### config.mk
export PLATFORM = sky130hd
export DESIGN_NAME = function_mode_sequencer_flat
export DESIGN_NICKNAME = d
export VERILOG_FILES = /design/src/rtl/function_mode_sequencer_if.sv /design/src/rtl/function_mode_sequencer.sv /design/src/flat_wrapper.sv
export SDC_FILE = /design/constraint.sdc
export NUM_CORES = 1
export LEC_CHECK = 0
export CAP_MARGIN = 20
export CORE_ASPECT_RATIO = 1.2
export CORE_MARGIN = 1
export CORE_UTILIZATION = 42
export CTS_CLUSTER_DIAMETER = 30
export DETAILED_ROUTE_END_ITERATION = 10
export PLACE_DENSITY = 0.89
export SLEW_MARGIN = 30
export SYNTH_ARGS = -nofsm -noshare
export SYNTH_HDL_FRONTEND = slang
export SYNTH_SLANG_ARGS = --single-unit
export TNS_END_PERCENT = 1
### constraint.sdc
create_clock -name clk -period 5.9 [get_ports clk]
set_input_delay 0.59 -clock clk [delete_from_list [all_inputs] [get_ports clk]]
set_output_delay 0.59 -clock clk [all_outputs]
set_load 0.02 [all_outputs]
### src/rtl/function_mode_sequencer_if.sv
// Signal bundle between the keyboard front end, the function controllers and the
// function mode sequencer.
interface function_mode_sequencer_if #(
  parameter int unsigned NUM_FUNCS = 3,
  parameter int unsigned DISP_W    = 32,
  parameter int unsigned LED_W     = 16,
  parameter int unsigned KEY_W     = 8
);
  localparam int unsigned MODE_W = $clog2(NUM_FUNCS);

  logic                        nextFunc;
  logic                        prevFunc;
  logic [NUM_FUNCS-1:0]        funcAvail;
  logic [KEY_W-1:0]            keyPulse;
  logic [NUM_FUNCS*DISP_W-1:0] functionDisplays;
  logic [NUM_FUNCS*LED_W-1:0]  functionLEDs;
  logic [MODE_W-1:0]           mode;
  logic [NUM_FUNCS-1:0]        funcEnable;
  logic [KEY_W-1:0]            funcKey;
  logic                        modeChange;
  logic [DISP_W-1:0]           wordBus;
  logic [LED_W-1:0]            led;

  modport master (
    output nextFunc, prevFunc, funcAvail, keyPulse, functionDisplays, functionLEDs,
    input  mode, funcEnable, funcKey, modeChange, wordBus, led
  );

  modport slave (
    input  nextFunc, prevFunc, funcAvail, keyPulse, functionDisplays, functionLEDs,
    output mode, funcEnable, funcKey, modeChange, wordBus, led
  );
endinterface

### src/rtl/function_mode_sequencer.sv
// Owns the active-function index: steps through available functions on button edges,
// shows a short mode banner after each switch and routes keys/display/LEDs to the active one.
module function_mode_sequencer #(
  parameter int unsigned NUM_FUNCS     = 3,
  parameter int unsigned DISP_W        = 32,
  parameter int unsigned LED_W         = 16,
  parameter int unsigned KEY_W         = 8,
  parameter int unsigned BANNER_CYCLES = 50_000_000
) (
  input logic                      clk,
  input logic                      rst,
  function_mode_sequencer_if.slave bus
);
  localparam int unsigned MODE_W = $clog2(NUM_FUNCS);
  localparam int unsigned CNT_W  = (BANNER_CYCLES > 0) ? $clog2(BANNER_CYCLES + 1) : 1;
  localparam logic [CNT_W-1:0]  BANNER_LOAD = (BANNER_CYCLES > 0) ? CNT_W'(BANNER_CYCLES - 1) : '0;
  localparam logic [MODE_W-1:0] LAST_IDX    = MODE_W'(NUM_FUNCS - 1);

  typedef enum logic [1:0] {ACTIVE, SEARCH, BANNER} stateT;

  stateT                state, stateNext;
  logic [MODE_W-1:0]    mode, modeNext;
  logic [MODE_W-1:0]    cand, candNext;
  logic                 dirFwd, dirNext;
  logic [CNT_W-1:0]     cnt, cntNext;
  logic [NUM_FUNCS-1:0] funcEnable, enableNext;
  logic                 modeChange, changeNext;
  logic                 availMode, availCand;
  logic                 reqNext, reqPrev;
  logic [DISP_W-1:0]    dispArr [NUM_FUNCS];
  logic [LED_W-1:0]     ledArr  [NUM_FUNCS];

  // Modular step of a function index in either direction.
  function automatic logic [MODE_W-1:0] stepIdx(input logic [MODE_W-1:0] idx, input logic fwd);
    if (fwd) return (idx == LAST_IDX) ? '0 : idx + MODE_W'(1);
    else     return (idx == '0) ? LAST_IDX : idx - MODE_W'(1);
  endfunction

  for (genvar g = 0; g < NUM_FUNCS; g++) begin : gSlice
    assign dispArr[g] = bus.functionDisplays[g*DISP_W +: DISP_W];
    assign ledArr[g]  = bus.functionLEDs[g*LED_W +: LED_W];
  end

  assign availMode = bus.funcAvail[mode];
  assign availCand = bus.funcAvail[cand];
  // Simultaneous next/prev cancel each other.
  assign reqNext   = bus.nextFunc & ~bus.prevFunc;
  assign reqPrev   = bus.prevFunc & ~bus.nextFunc;

  always_ff @(posedge clk or posedge rst) begin
    if (rst) begin
      state      <= SEARCH;
      mode       <= '0;
      cand       <= '0;
      dirFwd     <= 1'b1;
      cnt        <= '0;
      funcEnable <= '0;
      modeChange <= 1'b0;
    end else begin
      state      <= stateNext;
      mode       <= modeNext;
      cand       <= candNext;
      dirFwd     <= dirNext;
      cnt        <= cntNext;
      funcEnable <= enableNext;
      modeChange <= changeNext;
    end
  end

  always_comb begin
    stateNext  = state;
    modeNext   = mode;
    candNext   = cand;
    dirNext    = dirFwd;
    cntNext    = cnt;
    changeNext = 1'b0;
    enableNext = '0;
    unique case (state)
      ACTIVE: begin
        // Losing the active function forces a forward search.
        if (!availMode || reqNext) begin
          stateNext = SEARCH;
          candNext  = stepIdx(mode, 1'b1);
          dirNext   = 1'b1;
        end else if (reqPrev) begin
          stateNext = SEARCH;
          candNext  = stepIdx(mode, 1'b0);
          dirNext   = 1'b0;
        end
      end
      SEARCH: begin
        if (availCand && (cand != mode)) begin
          modeNext   = cand;
          changeNext = 1'b1;
          if (BANNER_CYCLES == 0) begin
            stateNext = ACTIVE;
          end else begin
            stateNext = BANNER;
            cntNext   = BANNER_LOAD;
          end
        end else if (availCand) begin
          stateNext = ACTIVE;
        end else begin
          // Keeps rotating even when nothing is available, so recovery is automatic.
          candNext = stepIdx(cand, dirFwd);
        end
      end
      BANNER: begin
        if (reqNext || reqPrev) begin
          stateNext = SEARCH;
          candNext  = stepIdx(mode, reqNext);
          dirNext   = reqNext;
        end else if (cnt == '0) begin
          stateNext = ACTIVE;
        end else begin
          cntNext = cnt - CNT_W'(1);
        end
      end
      default: stateNext = SEARCH;
    endcase
    if (stateNext == ACTIVE) enableNext = NUM_FUNCS'(1) << modeNext;
  end

  // Same-cycle routing of keys and display/LED words.
  always_comb begin
    bus.funcKey = '0;
    bus.wordBus = '0;
    bus.led     = '0;
    if (state == ACTIVE) begin
      bus.funcKey = bus.keyPulse;
      bus.wordBus = dispArr[mode];
      bus.led     = ledArr[mode];
    end else if (state == BANNER) begin
      bus.wordBus = DISP_W'(mode);
      bus.led     = LED_W'(1) << mode;
    end
  end

  assign bus.mode       = mode;
  assign bus.funcEnable = funcEnable;
  assign bus.modeChange = modeChange;
endmodule

### src/flat_wrapper.sv
// flat-port wrapper written by rule: the top's interface ports become plain ports
module function_mode_sequencer_flat 
#(
  parameter int unsigned NUM_FUNCS     = 3,
  parameter int unsigned DISP_W        = 32,
  parameter int unsigned LED_W         = 16,
  parameter int unsigned KEY_W         = 8,
  parameter int unsigned BANNER_CYCLES = 50_000_000
)
  (clk, rst, bus_nextFunc, bus_prevFunc, bus_funcAvail, bus_keyPulse, bus_functionDisplays, bus_functionLEDs, bus_mode, bus_funcEnable, bus_funcKey, bus_modeChange, bus_wordBus, bus_led);
  function_mode_sequencer_if #(.NUM_FUNCS(NUM_FUNCS), .DISP_W(DISP_W), .LED_W(LED_W), .KEY_W(KEY_W)) bus_i ();
  input logic clk;
  input logic rst;
  input wire logic [$bits(bus_i.nextFunc)-1:0] bus_nextFunc;
  input wire logic [$bits(bus_i.prevFunc)-1:0] bus_prevFunc;
  input wire logic [$bits(bus_i.funcAvail)-1:0] bus_funcAvail;
  input wire logic [$bits(bus_i.keyPulse)-1:0] bus_keyPulse;
  input wire logic [$bits(bus_i.functionDisplays)-1:0] bus_functionDisplays;
  input wire logic [$bits(bus_i.functionLEDs)-1:0] bus_functionLEDs;
  output wire logic [$bits(bus_i.mode)-1:0] bus_mode;
  output wire logic [$bits(bus_i.funcEnable)-1:0] bus_funcEnable;
  output wire logic [$bits(bus_i.funcKey)-1:0] bus_funcKey;
  output wire logic [$bits(bus_i.modeChange)-1:0] bus_modeChange;
  output wire logic [$bits(bus_i.wordBus)-1:0] bus_wordBus;
  output wire logic [$bits(bus_i.led)-1:0] bus_led;
  assign bus_i.nextFunc = bus_nextFunc;
  assign bus_i.prevFunc = bus_prevFunc;
  assign bus_i.funcAvail = bus_funcAvail;
  assign bus_i.keyPulse = bus_keyPulse;
  assign bus_i.functionDisplays = bus_functionDisplays;
  assign bus_i.functionLEDs = bus_functionLEDs;
  assign bus_mode = bus_i.mode;
  assign bus_funcEnable = bus_i.funcEnable;
  assign bus_funcKey = bus_i.funcKey;
  assign bus_modeChange = bus_i.modeChange;
  assign bus_wordBus = bus_i.wordBus;
  assign bus_led = bus_i.led;
  function_mode_sequencer #(.NUM_FUNCS(NUM_FUNCS), .DISP_W(DISP_W), .LED_W(LED_W), .KEY_W(KEY_W), .BANNER_CYCLES(BANNER_CYCLES)) u_core (.clk(clk), .rst(rst), .bus(bus_i));
endmodule
## After elaboration in Yosys (flattened, before gate mapping)

Cells that the tools add are included.

| operators by class | value |
|---|---|
| $add $sub $neg | 5 |
| $mul | 0 |
| div/mod/pow operators | 0 |
| $lt $le $gt $ge | 3 |
| equal/unequal tests | 12 |
| shifts and indexed selects | 2 |
| muxes and demuxes | 47 |
| bitwise logic cells | 5 |
| reductions and logical operators | 15 |

Operators by type and width:

| operator | number |
|---|---|
| 32-bit 2-to-1 mux | 3 |
| 26-bit 2-to-1 mux | 3 |
| 32-bit binary-select mux with 2-bit select | 1 |
| 16-bit 2-to-1 mux | 4 |
| 26-bit case mux with 2 select lines | 1 |
| 2-bit 2-to-1 mux | 20 |
| 16-bit binary-select mux with 2-bit select | 1 |
| 26-bit zero test | 1 |
| 26-bit by 1-bit subtractor with 26-bit output (second input constant) | 1 |
| 1-bit by 2-bit left shift with 16-bit output (first input constant) | 1 |
| 2-bit case mux with 3 select lines | 2 |
| 2-bit zero test | 4 |
| 8-bit 2-to-1 mux | 1 |
| 2-bit inequality test (second input constant) | 4 |
| 1-bit 2-to-1 mux | 7 |
| 2-bit == test (second input constant) | 3 |
| 2-bit by 3-bit less-than comparator with 1-bit output (second input constant) | 2 |
| 5-bit AND reduction | 1 |
| 2-bit by 1-bit adder with 2-bit output (second input constant) | 2 |
| 1-bit binary-select mux with 2-bit select | 2 |
| 2-bit by 1-bit inequality test with 1-bit output (second input constant) | 2 |
| 4-bit AND reduction | 1 |
| 2-bit nonzero test | 2 |
| 2-bit by 1-bit subtractor with 2-bit output (second input constant) | 2 |
| 15 further kinds | 18 |

| word-level totals | value |
|---|---|
| bits in registers | 37 |
| bits in latches | 0 |
| RAM bits | 0 |
| bits in read-only memories | 0 |
| input bits | 159 |
| logic and storage cells | 96 |
| memories | 0 |

## Depth between registers and ports, before layout

| logic depth | value |
|---|---|
| word-level depth | 8 |
| depth in mapped cells | 10 |

## Least setup slack after synthesis

OpenSTA, ideal clock, no wires.

| path | value |
|---|---|
| path type | reg2out |
| from | register u_core.mode[1] (netlist: u_core.bus.mode[1]) |
| to | output bus_wordBus[1] |
| arrival time | 2074 ps |
| data required time | 5310 ps |
| slack | 3236 ps |
| cell stages (with the launch flop) | 5 |
| path buffers | 2 |
| cells stage by stage | dfrtp_1 > clkbuf_1 > clkbuf_1 > inv_1 > o31ai_1 |

| between the ends | value |
|---|---|
| cells in the longest elaborated chain, start to end | 5 |
| elaborated cells between the ends (all ways) | 6 |

RTL lines:

| item | RTL line | text |
|---|---|---|
| start: declaration | function_mode_sequencer.sv:22 | `logic [MODE_W-1:0] mode, modeNext;` |
| start signal: assignment | function_mode_sequencer.sv:61 | `mode <= modeNext;` |
| 2-bit NOT with 3-bit output (implied by the code) | function_mode_sequencer.sv:131 | `bus.wordBus = dispArr[mode];` |
| 32-bit binary-select mux with 2-bit select | function_mode_sequencer.sv:131 |  |
| 32-bit 2-to-1 mux (implied by the code) (2 in a row) | function_mode_sequencer.sv:131 |  |
| 32-bit 2-to-1 mux (*) | function_mode_sequencer.sv:129 | `if (state == ACTIVE) begin` |
| end: declaration | flat_wrapper.sv:24 | `output wire logic [$bits(bus_i.wordBus)-1:0] bus_wordBus;` |

Every way passes the cells marked *; elsewhere a longest branch is shown, timed or not. The select of a mux whose other input is x is not followed.

## Final worst setup path

| path | value |
|---|---|
| from | register u_core.state[1] |
| to | output bus_wordBus[4] |

| between the ends | value |
|---|---|
| cells in the longest elaborated chain, start to end | 2 |

RTL lines:

| item | RTL line | text |
|---|---|---|
| start: declaration | function_mode_sequencer.sv:21 | `stateT state, stateNext;` |
| start signal: assignment | function_mode_sequencer.sv:60 | `state <= stateNext;` |
| 2-bit zero test | function_mode_sequencer.sv:129 |  |
| 32-bit 2-to-1 mux | function_mode_sequencer.sv:129 |  |

Every way passes these cells.

==> metrics <==
Post-CTS Hold Buffers 0; status complete, no violations; Final Hold Viols 0; Hold Path Class register to register; Pwr per Cell Area between 300 and 400 nW/um2; syn avg cell area about 7.4 um2; Total Routing Usage GR 0.311; Reg2Reg Setup Slack approximately 2.9 ns; Clock transition at path regs 0.08 ns; most common cell after layout, fill and taps aside clkdlybuf4s50_1; crit-path max FO 46; Yosys Warn Count 0; clk root buf clkbuf_8; CP arrival 3.17 ns; FP Rows 38; Worst-Margin Slew about 0.98 ns; post-CTS setup buffers 0; I/O Buffers 220; final hold slack 0.543 ns; Die ar. just under 10000 um2; Nets 898; GPL Wtd Cong ~0.93; Max Cap Violations 0; Die W 89.7 um; initial antenna violation count 0; clk sink count 37; VDD IR max between 200 and 250 uV; count of state elements after synthesis 37; layout cells sized above 1 0.0471; syn nets between 700 and 800; DIE HEIGHT roughly 110 um; sequential power share 0.186; worst-case reg-to-reg path depth 6; DRC violations left 0; DPL Wire Length approximately 12000 um; post-synthesis sequential area ratio 0.240; total CTS buffers 5; Synth Instances ~520; reg2reg start u_core.state[0]; maximum clock rate about 270 MHz; Gate power share 0.738; vias per inst about 5.7; gr ovfl total 0; Initial Util 0.431; leading cell types by total area after synthesis dfrtp_1, mux2i_1, nor2_1; fin crit share 0.638; # resized after CTS 0; fill count roughly 690; EDFF count, synth 0; Register Area roughly 930 um2; Clk pwr share 0.076; worst rel slew slack 0.346; Antenna Nets Post-Route 0; Antenna Cells 0; area taken by multi-input logic gates roughly 2800 um2; io pins between 200 and 250; vias in the first global route between 4000 and 5000; ys flop type dfrtp_1; CP Data Required Time roughly 5.3 ns; routed len/inst 17.8 um; Crit Path Class register to output port; CTS tree built; first-pass GRT wire length 23200 um; Post-Route Skew ~0.012 ns; Reg-to-Reg End u_core.bus.funcEnable[0]; core area ~9000 um2; Sum Neg Setup Slack 0 ns; Mapped Area 3870 um2; ys async rst share 1.00; largest net degree at the start of global routing 61; final wirelength about 15000 um; worst hold stages 2; most frequent cells in the layout clkdlybuf4s50_1, nor2_1, a21oi_1; area growth from synthesis to layout 61.6%; Finished Core Util 0.697; first-pass iteration count of the detailed router 5; area share of the largest cell type after synthesis 0.226; post-synth cell types 50; Slew Viols, Final 0; worst-skew pair later-pin latency around 0.30 ns; htree depth 2; post-route non-filler standard cell count ~840; sw frac 0.512; fin crit period approximately 3.8 ns; RSZ-0062 raised after global routing false; Worst Hold End u_core.cnt[13]; Lkg Pwr 2.44 nW; routed vias just under 5000; Worst Setup Start Kind register; Psw 1.27 mW; cell taking the most area after synthesis dfrtp_1; final setup fails 0; hold path startpoint u_core.cnt[13]; Crit. End Element output port; Post-Place Cells around 830; overall power 2.49 mW; drt first-iter violations between 300 and 400; Max Root-Sink Buffers 2; Pint approximately 1.2 mW
[registers in the layout, summed over array words and instances (netlist names)]
name and cells:
u_core.bus.modeChange 1, u_core.bus.funcEnable 3, u_core.cnt 26, u_core.cand 2, u_core.state 2, u_core.bus.mode 2, u_core.dirFwd 1
[cell usage after synthesis, drive strengths merged (3+ instances only)]
library cell,count
a21boi,3
a21o,3
a21oi,59
a31o,3
a31oi,4
and2,12
and3,4
and4,4
buf,7
clkbuf,28
dfrtp,35
ha,18
inv,17
mux2i,58
nand2,24
nand2b,5
nand3,12
nand3b,7
nand4,5
nor2,102
nor2b,3
nor3,12
nor4,10
nor4b,4
o21ai,22
o31a,3
o31ai,14
or3,11
or4,15
[power groups by stage]
stage | Combinational (mW) | Clock, mW | Sequential, mW
floorplan | 1.19 | 0 | 0.377
global placement | 1.73 | 0 | 0.459
detailed placement | 1.81 | 0 | 0.462
CTS | 1.82 | 0.189 | 0.458
global route | 1.97 | 0.201 | 0.474
finish | 1.84 | 0.188 | 0.463
[kinds of logic after synthesis]
group / Yosys count / share of synthesized area
multiplexers: 59 / 0.153
AND/OR/NAND/NOR: 234 / 0.308
flip-flops: 37 / 0.240
buffers and inverters: 53 / 0.0517
XOR/XNOR: 2 / 0.00452
AO/OA/AOI/OAI: 121 / 0.185
adder cells (fa/ha/maj): 18 / 0.0581
[stage by stage]
stage | worst slack [ns] | area [um2]
2_1_floorplan | 3.24 | 3870
3_3_place_gp | 2.47 | 6140
3_5_place_dp | 2.42 | 6170
4_1_cts | 2.23 | 6260
5_1_grt | 1.98 | 6260
6_report | 2.14 | 6260
[critical path, cell delays in order (launching register included)]
cell and delay (ns):
dfrtp_1 0.45, inv_1 0.14, ha_1 0.65, inv_2 0.54
nor2_1 0.41, clkdlybuf4s50_1 0.67
[final cells by class]
| type | count | share of cell area |
|---|---|---|
| timing repair buffer | 225 | 0.361 |
| sequential | 37 | 0.149 |
| inverter | 18 | 0.0108 |
| clock buffer | 8 | 0.0144 |
| tap | 120 | 0.0240 |
| multi-input combinational | 434 | 0.441 |
[worst max-delay path by stage]
stage	start	slack (ns)	cells after the start	to
after floorplan	u_core.bus.mode[1]	3.24	4	bus_wordBus[1]
after global placement	u_core.bus.mode[1]	2.47	6	bus_wordBus[0]
after detailed placement	bus_prevFunc	2.42	8	u_core.cnt[17]
after CTS	u_core.state[1]	2.23	5	bus_wordBus[6]
after global routing	u_core.state[1]	1.98	5	bus_wordBus[4]
final	u_core.state[1]	2.14	5	bus_wordBus[4]
[per-layer routing]
metal | vias up | global-route usage | part of all wire
li1 | 2288 | - | -
met1 | 2242 | 0.360 | 0.38
met2 | 242 | 0.543 | 0.52
met3 | 33 | 0.0716 | 0.079
met4 | 0 | 0.121 | 0.028
met5 | - | 0 | 0
(Power assumes the default switching activity.)
